### src/rtl/rggen_indirect_access_sequencer.sv
// Turns one host request into an index-register write plus a data-register access.
// The index write is skipped when the target index already sits in the index register.
//
// state | meaning
// IDLE  | ready for a host request
// INDEX | writing the target index to the index register
// DATA  | reading or writing the indirect data register
// RESP  | holding the response until the host takes it
module rggen_indirect_access_sequencer #(
    parameter int                     ADDRESS_WIDTH = 8,
    parameter int                     BUS_WIDTH     = 32,
    parameter int                     INDEX_WIDTH   = 8,
    parameter bit [ADDRESS_WIDTH-1:0] INDEX_ADDRESS = 'h00,
    parameter bit [ADDRESS_WIDTH-1:0] DATA_ADDRESS  = 'h04,
    parameter int                     INDEX_CACHE   = 1
) (
    input  logic                     i_clk,
    input  logic                     i_rst,
    input  logic                     i_req_valid,
    output logic                     o_req_ready,
    input  logic                     i_req_write,
    input  logic [INDEX_WIDTH-1:0]   i_req_index,
    input  logic [BUS_WIDTH-1:0]     i_req_data,
    input  logic [BUS_WIDTH/8-1:0]   i_req_strobe,
    output logic                     o_rsp_valid,
    input  logic                     i_rsp_ready,
    output logic                     o_rsp_error,
    output logic [BUS_WIDTH-1:0]     o_rsp_data,
    output logic                     o_bus_valid,
    output logic                     o_bus_write,
    output logic [ADDRESS_WIDTH-1:0] o_bus_address,
    output logic [BUS_WIDTH-1:0]     o_bus_write_data,
    output logic [BUS_WIDTH/8-1:0]   o_bus_strobe,
    input  logic                     i_bus_ready,
    input  logic [1:0]               i_bus_status,
    input  logic [BUS_WIDTH-1:0]     i_bus_read_data
);

    localparam int STROBE_WIDTH = BUS_WIDTH / 8;

    typedef enum logic [1:0] {
        IDLE  = 2'd0,
        INDEX = 2'd1,
        DATA  = 2'd2,
        RESP  = 2'd3
    } state_e;

    state_e state;
    state_e state_next;

    logic                    req_write;
    logic [INDEX_WIDTH-1:0]  req_index;
    logic [BUS_WIDTH-1:0]    req_data;
    logic [STROBE_WIDTH-1:0] req_strobe;
    logic                    cache_valid;
    logic [INDEX_WIDTH-1:0]  cache_index;
    logic                    rsp_error;
    logic [BUS_WIDTH-1:0]    rsp_data;

    logic accept;
    logic cache_hit;
    logic bus_error;

    assign accept    = (state == IDLE) && i_req_valid;
    assign cache_hit = (INDEX_CACHE != 0) && cache_valid && (cache_index == i_req_index);
    // SLVERR and DECERR are errors; EXOKAY counts as success.
    assign bus_error = (i_bus_status == 2'd2) || (i_bus_status == 2'd3);

    always_ff @(posedge i_clk or posedge i_rst) begin
        if (i_rst) begin
            state <= IDLE;
        end else begin
            state <= state_next;
        end
    end

    always_comb begin
        state_next       = state;
        o_req_ready      = 1'b0;
        o_rsp_valid      = 1'b0;
        o_rsp_error      = 1'b0;
        o_rsp_data       = '0;
        o_bus_valid      = 1'b0;
        o_bus_write      = 1'b0;
        o_bus_address    = '0;
        o_bus_write_data = '0;
        o_bus_strobe     = '0;
        case (state)
            IDLE: begin
                o_req_ready = 1'b1;
                if (i_req_valid) begin
                    state_next = cache_hit ? DATA : INDEX;
                end
            end
            INDEX: begin
                o_bus_valid                         = 1'b1;
                o_bus_write                         = 1'b1;
                o_bus_address                       = INDEX_ADDRESS;
                o_bus_write_data[INDEX_WIDTH-1:0]   = req_index;
                o_bus_strobe                        = '1;
                if (i_bus_ready) begin
                    state_next = bus_error ? RESP : DATA;
                end
            end
            DATA: begin
                o_bus_valid      = 1'b1;
                o_bus_write      = req_write;
                o_bus_address    = DATA_ADDRESS;
                o_bus_write_data = req_data;
                o_bus_strobe     = req_strobe;
                if (i_bus_ready) begin
                    state_next = RESP;
                end
            end
            RESP: begin
                o_rsp_valid = 1'b1;
                o_rsp_error = rsp_error;
                o_rsp_data  = rsp_data;
                if (i_rsp_ready) begin
                    state_next = IDLE;
                end
            end
            default: state_next = IDLE;
        endcase
    end

    always_ff @(posedge i_clk or posedge i_rst) begin
        if (i_rst) begin
            req_write   <= 1'b0;
            req_index   <= '0;
            req_data    <= '0;
            req_strobe  <= '0;
            cache_valid <= 1'b0;
            cache_index <= '0;
            rsp_error   <= 1'b0;
            rsp_data    <= '0;
        end else begin
            case (state)
                IDLE: begin
                    if (accept) begin
                        req_write  <= i_req_write;
                        req_index  <= i_req_index;
                        req_data   <= i_req_data;
                        // Reads carry no byte enables on the bus.
                        req_strobe <= i_req_write ? i_req_strobe : '0;
                        rsp_error  <= 1'b0;
                        rsp_data   <= '0;
                    end
                end
                INDEX: begin
                    if (i_bus_ready) begin
                        if (bus_error) begin
                            cache_valid <= 1'b0;
                            rsp_error   <= 1'b1;
                            rsp_data    <= '0;
                        end else begin
                            cache_valid <= 1'b1;
                            cache_index <= req_index;
                        end
                    end
                end
                DATA: begin
                    if (i_bus_ready) begin
                        rsp_error <= bus_error;
                        rsp_data  <= (!bus_error && !req_write) ? i_bus_read_data : '0;
                        // The index register content is unknown after a failed access.
                        if (bus_error) begin
                            cache_valid <= 1'b0;
                        end
                    end
                end
                default: ;
            endcase
        end
    end

endmodule
### config.mk
export PLATFORM = sky130hd
export DESIGN_NAME = rggen_indirect_access_sequencer
export DESIGN_NICKNAME = d
export VERILOG_FILES = /design/src/rtl/rggen_indirect_access_sequencer.sv
export SDC_FILE = /design/constraint.sdc
export NUM_CORES = 1
export LEC_CHECK = 0
export ABC_AREA = 1
export BUFFER_PORTS_ARGS = -buffer_cell sky130_fd_sc_hd__buf_2
export CAP_MARGIN = 5
export CORE_MARGIN = 3
export CORE_UTILIZATION = 46
export CTS_BUF_LIST = sky130_fd_sc_hd__clkbuf_4
export DETAILED_ROUTE_END_ITERATION = 10
export MAX_ROUTING_LAYER = met4
export PLACE_DENSITY = 0.78
export SYNTH_ARGS = -nofsm -noshare
export SYNTH_HDL_FRONTEND = slang
export SYNTH_SLANG_ARGS = --single-unit
### constraint.sdc
create_clock -name i_clk -period 2.4 [get_ports i_clk]
set_input_delay 0.24 -clock i_clk [delete_from_list [all_inputs] [get_ports i_clk]]
set_output_delay 0.24 -clock i_clk [all_outputs]
set_load 0.05 [all_outputs]
Word level (Yosys, flattened, before mapping):

Cells that the tools add are included.
Widths: inputs -> output; s select.

* register bits: 89
* output and inout port bits: 81
* word-level logic and storage cells: 72

* equal/unequal tests: 13
* muxes and demuxes: 34
* bitwise logic cells: 1
* reductions and logical operators: 15

Operators with widths (number)
* $mux 32: 6
* $pmux 32 s3: 1
* $mux 24: 1
* $pmux 8 s2: 1
* $ne 2x2->1 const B: 7
* $mux 1: 13
* $mux 2: 5
* $eq 2x2->1 const B: 4
* $eq 8x8->1: 1
* $pmux 2 s4: 1
* $pmux 4 s2: 1
* $reduce_and 4->1: 2
* $reduce_and 5->1: 1
* $mux 4: 1
* $pmux 1 s2: 2
* $logic_and 1x1->1: 3
* $mux 3: 1
* $pmux 1 s3: 1
* $reduce_and 3->1: 1
* $reduce_bool 3->1: 1
* $eq 2x1->1 const B: 1
* $logic_not 1->1: 2
* $logic_not 2->1: 1
* $reduce_and 2->1: 1
* other kinds (4): 4

Longest topological paths before layout:

Gate-level depths: netlist of run 1.

* depth after elaboration: 7
* mapped depth: 11

Least setup slack after synthesis of run 1:

Ideal clock, no wire load.

* path kind: register to output
* start point: register state[0]
* end point: output port o_bus_strobe[0]
* arrival time: 2.381 ns
* data required time: 2.160 ns
* slack: -0.221 ns
* stages on the path, launching flop included: 7
* buffers on the path: 0
* cell sequence: dfrtp_1 inv_1 ha_1 clkinv_1 nor2_1 inv_1 a21oi_1

* longest elaborated chain between the ends: 2
* elaborated cells on any way between the ends: 3
* those cells by class: eq/ne (2); mux (1)

Ends and longest elaborated chain
* from (decl): RTL line 48 `state_e state;`
* from (signal assigned): RTL line 73 `state <= state_next;`
* $eq 2x2->1 / $eq 2x1->1 (equally long branches): RTL line 88 `case (state)`
* $pmux 4 s2 *: RTL line 88
* to (decl): RTL line 33 `output logic [BUS_WIDTH/8-1:0] o_bus_strobe,`

Every way passes the cells marked *; elsewhere a longest branch is shown, timed or not.

Worst setup path after layout of run 1:

* start point: register state[1]
* end point: output port o_bus_write

* longest elaborated chain between the ends: 2
* elaborated cells on any way between the ends: 3
* those cells by class: eq/ne (2); mux (1)

Ends and longest elaborated chain
* $eq 2x2->1 / $eq 2x1->1 (equally long branches): RTL line 88
* $pmux 1 s2 *: RTL line 88
* to (decl): RTL line 30 `output logic o_bus_write,`

Marked as above.

==> results.yml, run 1 <==
logic_synthesis:
  yosysMostFrequentCell: "nand2_1"
  synth_mux_area_frac: 0.005003
  syn_area_per_cell_um2: 7.656
  synth-edff-count: 0
  synth_common_cells: "nand2_1 (240), dfrtp_1 (89), inv_1 (83), nor2_1 (46), a21oi_2 (28)"
  ys_types: 25
  async_flop_share: 1.000
  synth_ff_type: "dfrtp_1"
  synth_compound_area_frac: 0.1081
  synth_fa_ha_area_frac: 0.01390
  synthXorXnorAreaFrac: 0.003891
  syn_inst: 588
  synth_area_um2: 4502
  synthSimpleGateAreaFrac: 0.2557
  yosys.area.top_type_share: 0.4947
  synth_top_family_by_area: "simple AND/OR/NAND/NOR gates"
  netlist.top_cell.by_area: "dfrtp_1"
  seq_area_frac_synth: 0.4947
  synth-warning-count: 0
  yosys_register_bits: 89
  ys_top_cells_by_area: "dfrtp_1 (49%), nand2_1 (20%), inv_1 (6.9%)"
cts:
  cts_buffers: 9
  clkTransAtPathRegs_ps: 140
  cts_root_buf: "clkbuf_4"
  clk_latency_ps: 430
  htree_levels: 3
  cts_num_sinks: 89
  clockBufferDepth: 2
  cts_tree: "yes"
sta:
  maxSlewViolCount: 0
  setup_viol: 0
  timing.final.hold_violations: 0
  rsz0062_at_grt: "yes"
  finalCritPeriodShare: 0.9507
  min_period_ps: 2282
  fin_ws_ps: 118.2
  fmax_ghz: 0.4383
  finClkSkew_ps: 14.89
critical_path:
  crit_buf_inv: 4
  slowest_delay_ps: 440
  critPathLaunchType: "flip-flop"
  cp_max_fo: 5
  slowest_stage: "dfrtp_1"
  crit_family: "buffers and inverters"
  cp-end-kind: "output pin"
  cp_common_cell: "inv_1"
  crit_chain: "inv_1 > ha_1 > clkinv_1 > nor2_2 > inv_1 > a21oi_1 > buf_4"
  crit_required_ps: 2160
  arrival_ps: 2040
  criticalPathCategory: "flip-flop to output pin"
global_routing:
  first_global_vias: 4143
  grt_max_degree: 46
  grt_pass1_wl_mm: 18.77
  antenna_found_initial: 0
  grt-ovfl-total: 0
  grt_util_all_layers: 0.2116
placement:
  dp.final_hpwl_mm: 7.529
  place_ws_ps: 305.7
  io_buffers: 156
  routabilityCongestion: 0.8616
detailed_routing:
  wirelength_mm: 11.10
  routed_via_density: 4.642
  vias: 4210
  detail-route-antenna-nets: 0
  firstDrtPassIters: 4
  wire_per_inst_um: 12.23
  drcViolationCount: 0
  drtIter0Drc: 178
finish:
  n_antenna_cell: 0
  area_growth_pct: 31.80
  drive_above_1_share: 0.2905
  layout.nets: 862
  utilization: 0.6331
  fillers: 826
floorplanning:
  die_h_um: 104.9
  ios: 165
  core_area_um2: 9371
  dieArea_um2: 11010
  start_util: 0.4804
  rows: 35
  die_w_um: 104.9
power_and_ir_drop:
  peakVddDrop_mv: 0.6384
  p_total_uw: 8597
  leakagePower_uw: 0.003543
  cellPowerDensity_nw_per_um2: 1449
min_path:
  holdCritPathClass: "input pin to flip-flop"
job:
  drv_cap: 0
run_status:
  run_status: "complete, no violations"
[final timing paths]
| path | end | start | cells past startpoint | slack, ps |
|---|---|---|---|---|
| setup / recovery | o_bus_write | state[1]$_DFFE_PP0P_ | 7 | 120 |
| hold / removal | req_data[31]$_DFFE_PP0P_ | i_req_data[31] | 3 | 30 |
| setup reg to reg | rsp_data[24]$_DFFE_PP0P_ | state[1]$_DFFE_PP0P_ | 10 | 280 |
| hold reg to reg | req_data[19]$_DFFE_PP0P_ | req_data[19]$_DFFE_PP0P_ | 2 | 490 |
| max in group asynchronous | state[1]$_DFFE_PP0P_ | i_rst | 4 | 1210 |
| min in group asynchronous | req_data[4]$_DFFE_PP0P_ | i_rst | 3 | 360 |
[state kept, by name, indices dropped and copies added, names as in the netlist]
signal	flops
state	2
req_data	32
rsp_error	1
cache_index	8
rsp_data	32
cache_valid	1
req_index	8
req_strobe	4
req_write	1
[power by group]
| group | internal, uW | switching (uW) | total (uW) | leakage [uW] |
|---|---|---|---|---|
| clock network | 433 | 527 | 961 | 0.0000871 |
| logic | 1500 | 3510 | 5010 | 0.00236 |
| registers | 2230 | 396 | 2630 | 0.00110 |
| total | 4170 | 4430 | 8600 | 0.00354 |
[per-layer routing]
layer	vias up	part of all wire	global-route usage
li1	2113	-	-
met1	1917	0.43	0.2576
met2	167	0.48	0.3524
met3	13	0.076	0.04571
met4	0	0.013	0.06842
met5	-	0	-
[layout by cell type (no fill, tap or decap)]
| cell | instances |
|---|---|
| a21oi_1 | 27 |
| a21oi_2 | 28 |
| a21oi_4 | 1 |
| buf_12 | 3 |
| buf_2 | 148 |
| buf_4 | 14 |
| bufinv_16 | 2 |
| clkbuf_4 | 13 |
| clkinv_1 | 1 |
| clkinv_4 | 2 |
| clkinvlp_4 | 2 |
| conb_1 | 7 |
| dfrtp_1 | 89 |
| dlygate4sd3_1 | 33 |
| ha_1 | 4 |
| ha_2 | 1 |
| inv_1 | 82 |
| inv_2 | 3 |
| inv_6 | 2 |
| mux2_2 | 2 |
| nand2_1 | 240 |
| nand3_1 | 6 |
| nand4_1 | 1 |
| nor2_1 | 45 |
| nor2_2 | 1 |
| nor2_4 | 1 |
| nor2_8 | 1 |
| nor3_4 | 1 |
| o211ai_1 | 1 |
| o21ai_0 | 14 |
| o22ai_2 | 1 |
| xnor2_1 | 2 |
[cell type report]
cell class                      instances  area (um2)  area share
Clock buffer                            9       67.56     0.01139
Tap cell                              129       161.4     0.02720
Clock inverter                          7       102.6     0.01729
Timing Repair Buffer                  202        1266      0.2134
Sequential cell                        89        2227      0.3754
Inverter                               87       330.3     0.05567
Multi-Input combinational cell        384        1778      0.2997
[tightest hold or removal path, stage by stage]
cell	delay, ps
buf_2	90
nand2_1	60
nand2_1	50
[what timing repair did]
action | CTS | global route
endpoints found under the hold margin | 52 | 0
setup buffers | 0 | 2
setup endpoints to repair | 3 | 13
hold buffers | 33 | 0
gates resized for setup | 1 | 16
[logic make-up (layout without fill, tap and decap cells)]
kind of cell,Yosys count,after routing
DFF,89,89
muxes,2,2
other,1,7
AOI/OAI and AO/OA,72,72
and+or+nand+nor,296,296
buffers and inverters,121,305
adders and majority gates,5,5
xor gates and xnor gates,2,2
[through the flow]
| step | instance area [um2] | cells | hold slack [ps] | TNS (ps) |
|---|---|---|---|---|
| floorplan | 4528 | 594 | 349.6 | -1755 |
| global placement | 5380 | 856 | 291.9 | 0 |
| detailed placement | 5380 | 856 | 290.6 | 0 |
| CTS | 5884 | 905 | 1.214 | 0 |
| global route | 5933 | 907 | 2.366 | -129.0 |
| finish | 5933 | 907 | 31.92 | 0 |
Power figures use the tool's default switching activity.
==> inputs of run 2 (changes only) <==
- BUFFER_PORTS_ARGS: -buffer_cell sky130_fd_sc_hd__buf_2 -> -buffer_cell sky130_fd_sc_hd__buf_4
==> results.yml, run 2 (same netlist as run 1, synthesis figures left out) <==
power_and_ir_drop:
  peakVddDrop_mv: 0.9095
  cellPowerDensity_nw_per_um2: 1416
  leakagePower_uw: 0.003605
finish:
  final_cell_mix: "nand2_1 (240), buf_4 (162), dfrtp_1 (89), inv_1 (82), nor2_1 (45)"
  stdcell_count: 901
  final_common_cell: "nand2_1"
  seq_area_um2: 2227
  fillers: 788
  area_growth_pct: 39.58
  n_antenna_cell: 0
  largestRegisters: "req_data: 32 flops, rsp_data: 32 flops"
  multi_input_area_um2: 1788
  drive_above_1_share: 0.2889
  layout.nets: 856
cts:
  cts_root_buf: "clkbuf_4"
  cts_tree: "yes"
  clockBufferDepth: 2
  htree_levels: 3
  cts_num_sinks: 89
  clkTransAtPathRegs_ps: 130
  cts_buffers: 9
  clk_latency_ps: 430
detailed_routing:
  wirelength_mm: 11.18
  wire_per_inst_um: 12.41
  vias: 4199
  drcViolationCount: 0
  detail-route-antenna-nets: 0
  firstDrtPassIters: 4
  routed_via_density: 4.660
  drtIter0Drc: 194
critical_path:
  arrival_ps: 2030
  crit_required_ps: 2160
  cp_max_fo: 35
  criticalPathCategory: "flip-flop to output pin"
  critPathLaunchType: "flip-flop"
  cp-end-kind: "output pin"
global_routing:
  grt_max_degree: 65
  grt_util_all_layers: 0.2108
  first_global_vias: 4211
  antenna_found_initial: 0
  grt-ovfl-total: 0
  grt_pass1_wl_mm: 18.90
min_path:
  holdCritPathClass: "input pin to flip-flop"
floorplanning:
  dieArea_um2: 11010
  die_w_um: 104.9
  die_h_um: 104.9
  start_util: 0.4804
  rows: 35
  core_area_um2: 9371
  ios: 165
sta:
  timing.final.hold_violations: 0
  setup_tns_ps: 0
  maxSlewViolCount: 0
  finalCritPeriodShare: 0.9468
  rsz0062_at_grt: "no"
  finalHoldWorstSlack_ps: 19.40
  fmax_ghz: 0.4401
  setup_viol: 0
  finClkSkew_ps: 13.08
  slew_headroom: 0.4153
  min_period_ps: 2272
  worstMarginPinSlew_ps: 875.1
run_status:
  run_status: "complete, no violations"
placement:
  dp.final_hpwl_mm: 7.793
  placedCellCount: 854
  routabilityCongestion: 0.8623
  io_buffers: 156
job:
  drv_cap: 0
-- run 2: changes by cell type in the layout (fill, tap and decap cells not counted), moves of 2 or more --
cell / change
buf_2: -148
dlygate4sd3_1: -3
inv_6: -2
buf_4: +148
clkbuf_4: -4
-- run 2: power breakdown --
group	switching, uW	internal, uW
Combinational	3520	1700
Sequential	406	2230
Clock	505	527
-- run 2: worst paths after layout --
| kind | to | cells past startpoint | slack [ps] | startpoint |
|---|---|---|---|---|
| setup / recovery | o_bus_write_data[1] | 6 | 130 | state[0]$_DFFE_PP0P_ |
| max in group asynchronous | state[0]$_DFFE_PP0P_ | 4 | 1160 | i_rst |
| hold / removal | req_data[0]$_DFFE_PP0P_ | 3 | 20 | i_req_data[0] |
| setup reg to reg | rsp_data[7]$_DFFE_PP0P_ | 8 | 330 | state[0]$_DFFE_PP0P_ |
| hold reg to reg | req_data[2]$_DFFE_PP0P_ | 2 | 500 | req_data[2]$_DFFE_PP0P_ |
| min in group asynchronous | req_data[18]$_DFFE_PP0P_ | 3 | 540 | i_rst |
-- run 2: worst max-delay path, stage by stage, from the launching register on --
cell     delay, ps
dfrtp_1        410
inv_1          150
ha_1           250
buf_6          280
nand2_1        100
a21oi_1        180
buf_4          230
-- run 2: per-layer routing --
layer,share of wire,up-vias,global-route usage,wire length [um]
met5,0,-,-,0
met2,0.48,164,0.3488,5420
met4,0.023,0,0.07498,258
met3,0.070,26,0.04632,788
li1,-,2098,-,-
met1,0.42,1911,0.2550,4712
-- run 2: timing repair --
item                       4_1_cts  5_1_grt
setup buffers                    1        0
hold buffers                    30        0
gates resized for setup          1        5
setup endpoints to repair        5        8
hold endpoints to repair        61        0
-- run 2: area by class of cell --
class | instances | area share
well taps | 129 | 0.02569
flip-flops and latches | 89 | 0.3544
clock buffers | 9 | 0.01075
multi-input cells | 384 | 0.2845
inverters | 87 | 0.05297
repair buffers | 196 | 0.2527
clock inverters | 7 | 0.01892
-- run 2: metrics by stage --
stage          utilization  setup slack (ps)  power [uW]  cell area (um2)
5_1_grt             0.6705             8.876        9559             6284
2_1_floorplan            -            -220.8        6574             4528
3_3_place_gp        0.6155             384.4        7620             5768
3_5_place_dp        0.6155             261.2        7798             5768
4_1_cts             0.6684             6.324        8897             6264
6_report            0.6705             127.7        8897             6284
==> inputs of run 3 (changes only) <==
--- a/config.mk
+++ b/config.mk
@@ -16,2 +16,3 @@
 export PLACE_DENSITY = 0.78
+export SETUP_SLACK_MARGIN = 0.05
 export SYNTH_ARGS = -nofsm -noshare
--- a/constraint.sdc
+++ b/constraint.sdc
@@ -3,2 +3,2 @@
 set_output_delay 0.24 -clock i_clk [all_outputs]
-set_load 0.05 [all_outputs]
+set_load 0.01 [all_outputs]
==> results.yml, run 3 (same netlist as run 1, synthesis figures left out) <==
power_and_ir_drop:
  p_int_uw: 4213
  peakVddDrop_mv: 0.7532
  seqPwrFrac: 0.356
  cellPowerDensity_nw_per_um2: 1177
  leakagePower_uw: 0.003606
  power.switching_uw: 3181
  combPwrFrac: 0.531
  clkPwrFrac: 0.112
  switching_share: 0.4302
finish:
  utilization: 0.6702
  final_cell_mix: "nand2_1 (240), buf_4 (163), dfrtp_1 (89), inv_1 (82), nor2_1 (45)"
  final_common_cell: "nand2_1"
  layout.nets: 862
  area_growth_pct: 39.52
  stdcell_count: 907
  n_antenna_cell: 0
  drive_above_1_share: 0.2866
  final_area_um2: 6281
  largestRegisters: "req_data: 32 flops, rsp_data: 32 flops"
critical_path:
  crit_required_ps: 2160
  arrival_ps: 1970
  criticalPathCategory: "flip-flop to output pin"
  reg2reg_slack_ps: 380
  cp_max_fo: 9
  critPathLaunchType: "flip-flop"
  reg2reg_to: "rsp_data[27]$_DFFE_PP0P_"
  ff2ff_path_depth: 8
  cp-end-kind: "output pin"
  r2r-start: "state[0]$_DFFE_PP0P_"
placement:
  routabilityCongestion: 0.8510
  io_buffers: 156
  place_area_um2: 5761
  placedCellCount: 853
  dp.final_hpwl_mm: 7.488
cts:
  cts_buffers: 9
  clk_latency_ps: 440
  cts_root_buf: "clkbuf_4"
  htree_levels: 3
  clockBufferDepth: 2
  cts_num_sinks: 89
  cts_tree: "yes"
  clkTransAtPathRegs_ps: 140
sta:
  rsz0062_at_grt: "no"
  setup_tns_ps: 0
  fmax_ghz: 0.4526
  min_period_ps: 2209
  setup_viol: 0
  maxSlewViolCount: 0
  finalCritPeriodShare: 0.9206
  timing.final.hold_violations: 0
  worstMarginPinSlew_ps: 497.7
  slew_headroom: 0.6674
  finClkSkew_ps: 16.08
detailed_routing:
  routed_via_density: 4.675
  wire_per_inst_um: 12.42
  firstDrtPassIters: 4
  vias: 4240
  drtIter0Drc: 169
  drcViolationCount: 0
  detail-route-antenna-nets: 0
  wirelength_mm: 11.26
floorplanning:
  rows: 35
  die_w_um: 104.9
  die_h_um: 104.9
  core_area_um2: 9371
  start_util: 0.4804
  ios: 165
  dieArea_um2: 11010
min_path:
  min-delay-start: "i_req_index[4]"
  min_path_cells: 3
  holdCritPathClass: "input pin to flip-flop"
  hold_end: "req_index[4]$_DFFE_PP0P_"
global_routing:
  first_global_vias: 4213
  grt_pass1_wl_mm: 19.15
  grt-ovfl-total: 0
  grt_max_degree: 90
  antenna_found_initial: 0
  grt_util_all_layers: 0.2162
job:
  drv_cap: 0
run_status:
  run_status: "complete, no violations"
==> run 3: cell types whose count changed in the layout (fill, tap and decap cells not counted), sizes merged <==
cell | previous run | this run
dlygate4sd3 | 30 | 35
bufinv | 3 | 1
buf | 166 | 167
clkinv | 3 | 4
clkinvlp | 2 | 3
==> run 3: final cells by class <==
type                       count  area, um2
fill                         804       3090
sequential                    89       2227
multi-input combinational    384       1775
timing repair buffer         202       1645
inverter                      87      332.8
tap                          129      161.4
clock inverter                 7      71.32
clock buffer                   9      67.56
==> run 3: repair_timing <==
item,CTS,global route
setup buffers,0,3
hold endpoints to repair,123,0
setup endpoints to repair,5,13
resized for setup,1,3
hold buffers,35,0
==> run 3: power groups by stage <==
| stage | combinational, uW | clock, uW | sequential (uW) |
|---|---|---|---|
| 2_1_floorplan | 2760 | 0 | 2550 |
| 3_5_place_dp | 3840 | 0 | 2660 |
| 6_report | 3930 | 832 | 2630 |
| 4_1_cts | 3890 | 862 | 2630 |
| 3_3_place_gp | 3710 | 0 | 2620 |
| 5_1_grt | 4410 | 927 | 2720 |
==> run 3: how the worst max path moves through the flow <==
stage	end	from	slack, ps
finish	o_bus_strobe[2]	state[0]$_DFFE_PP0P_	190
floorplan	rsp_data[0]$_DFFE_PP0P_	state[0]$_DFFE_PP0P_	620
detailed placement	rsp_data[27]$_DFFE_PP0P_	state[0]$_DFFE_PP0P_	270
CTS	o_bus_strobe[2]	state[0]$_DFFE_PP0P_	80
global route	o_bus_strobe[2]	state[0]$_DFFE_PP0P_	60
global placement	rsp_data[26]$_DFFE_PP0P_	state[0]$_DFFE_PP0P_	390
==> run 3: per-stage QoR <==
step                total power [uW]  setup WS, ps  hold WS, ps
finish                          7393         190.7        23.03
floorplan                       5313         619.9        349.6
detailed placement              6497         274.6        426.5
global route                    8064         55.79        20.63
global placement                6332         389.2        418.5
CTS                             7385         80.34       0.9392
==> run 3: per-layer routing <==
metal | global-route usage | routed length (um) | part of all wire
met1 | 0.2679 | 4755 | 0.42
met2 | 0.3396 | 5265 | 0.47
met3 | 0.04941 | 877 | 0.078
met4 | 0.09653 | 366 | 0.032
met5 | - | 0 | 0
==> run 3: critical path, stage by stage (launching register included) <==
cell and delay [ps]:
dfrtp_1 420, inv_1 100, ha_1 400, inv_4 90, nor2_2 140, inv_1 100
a21oi_1 150, buf_4 140
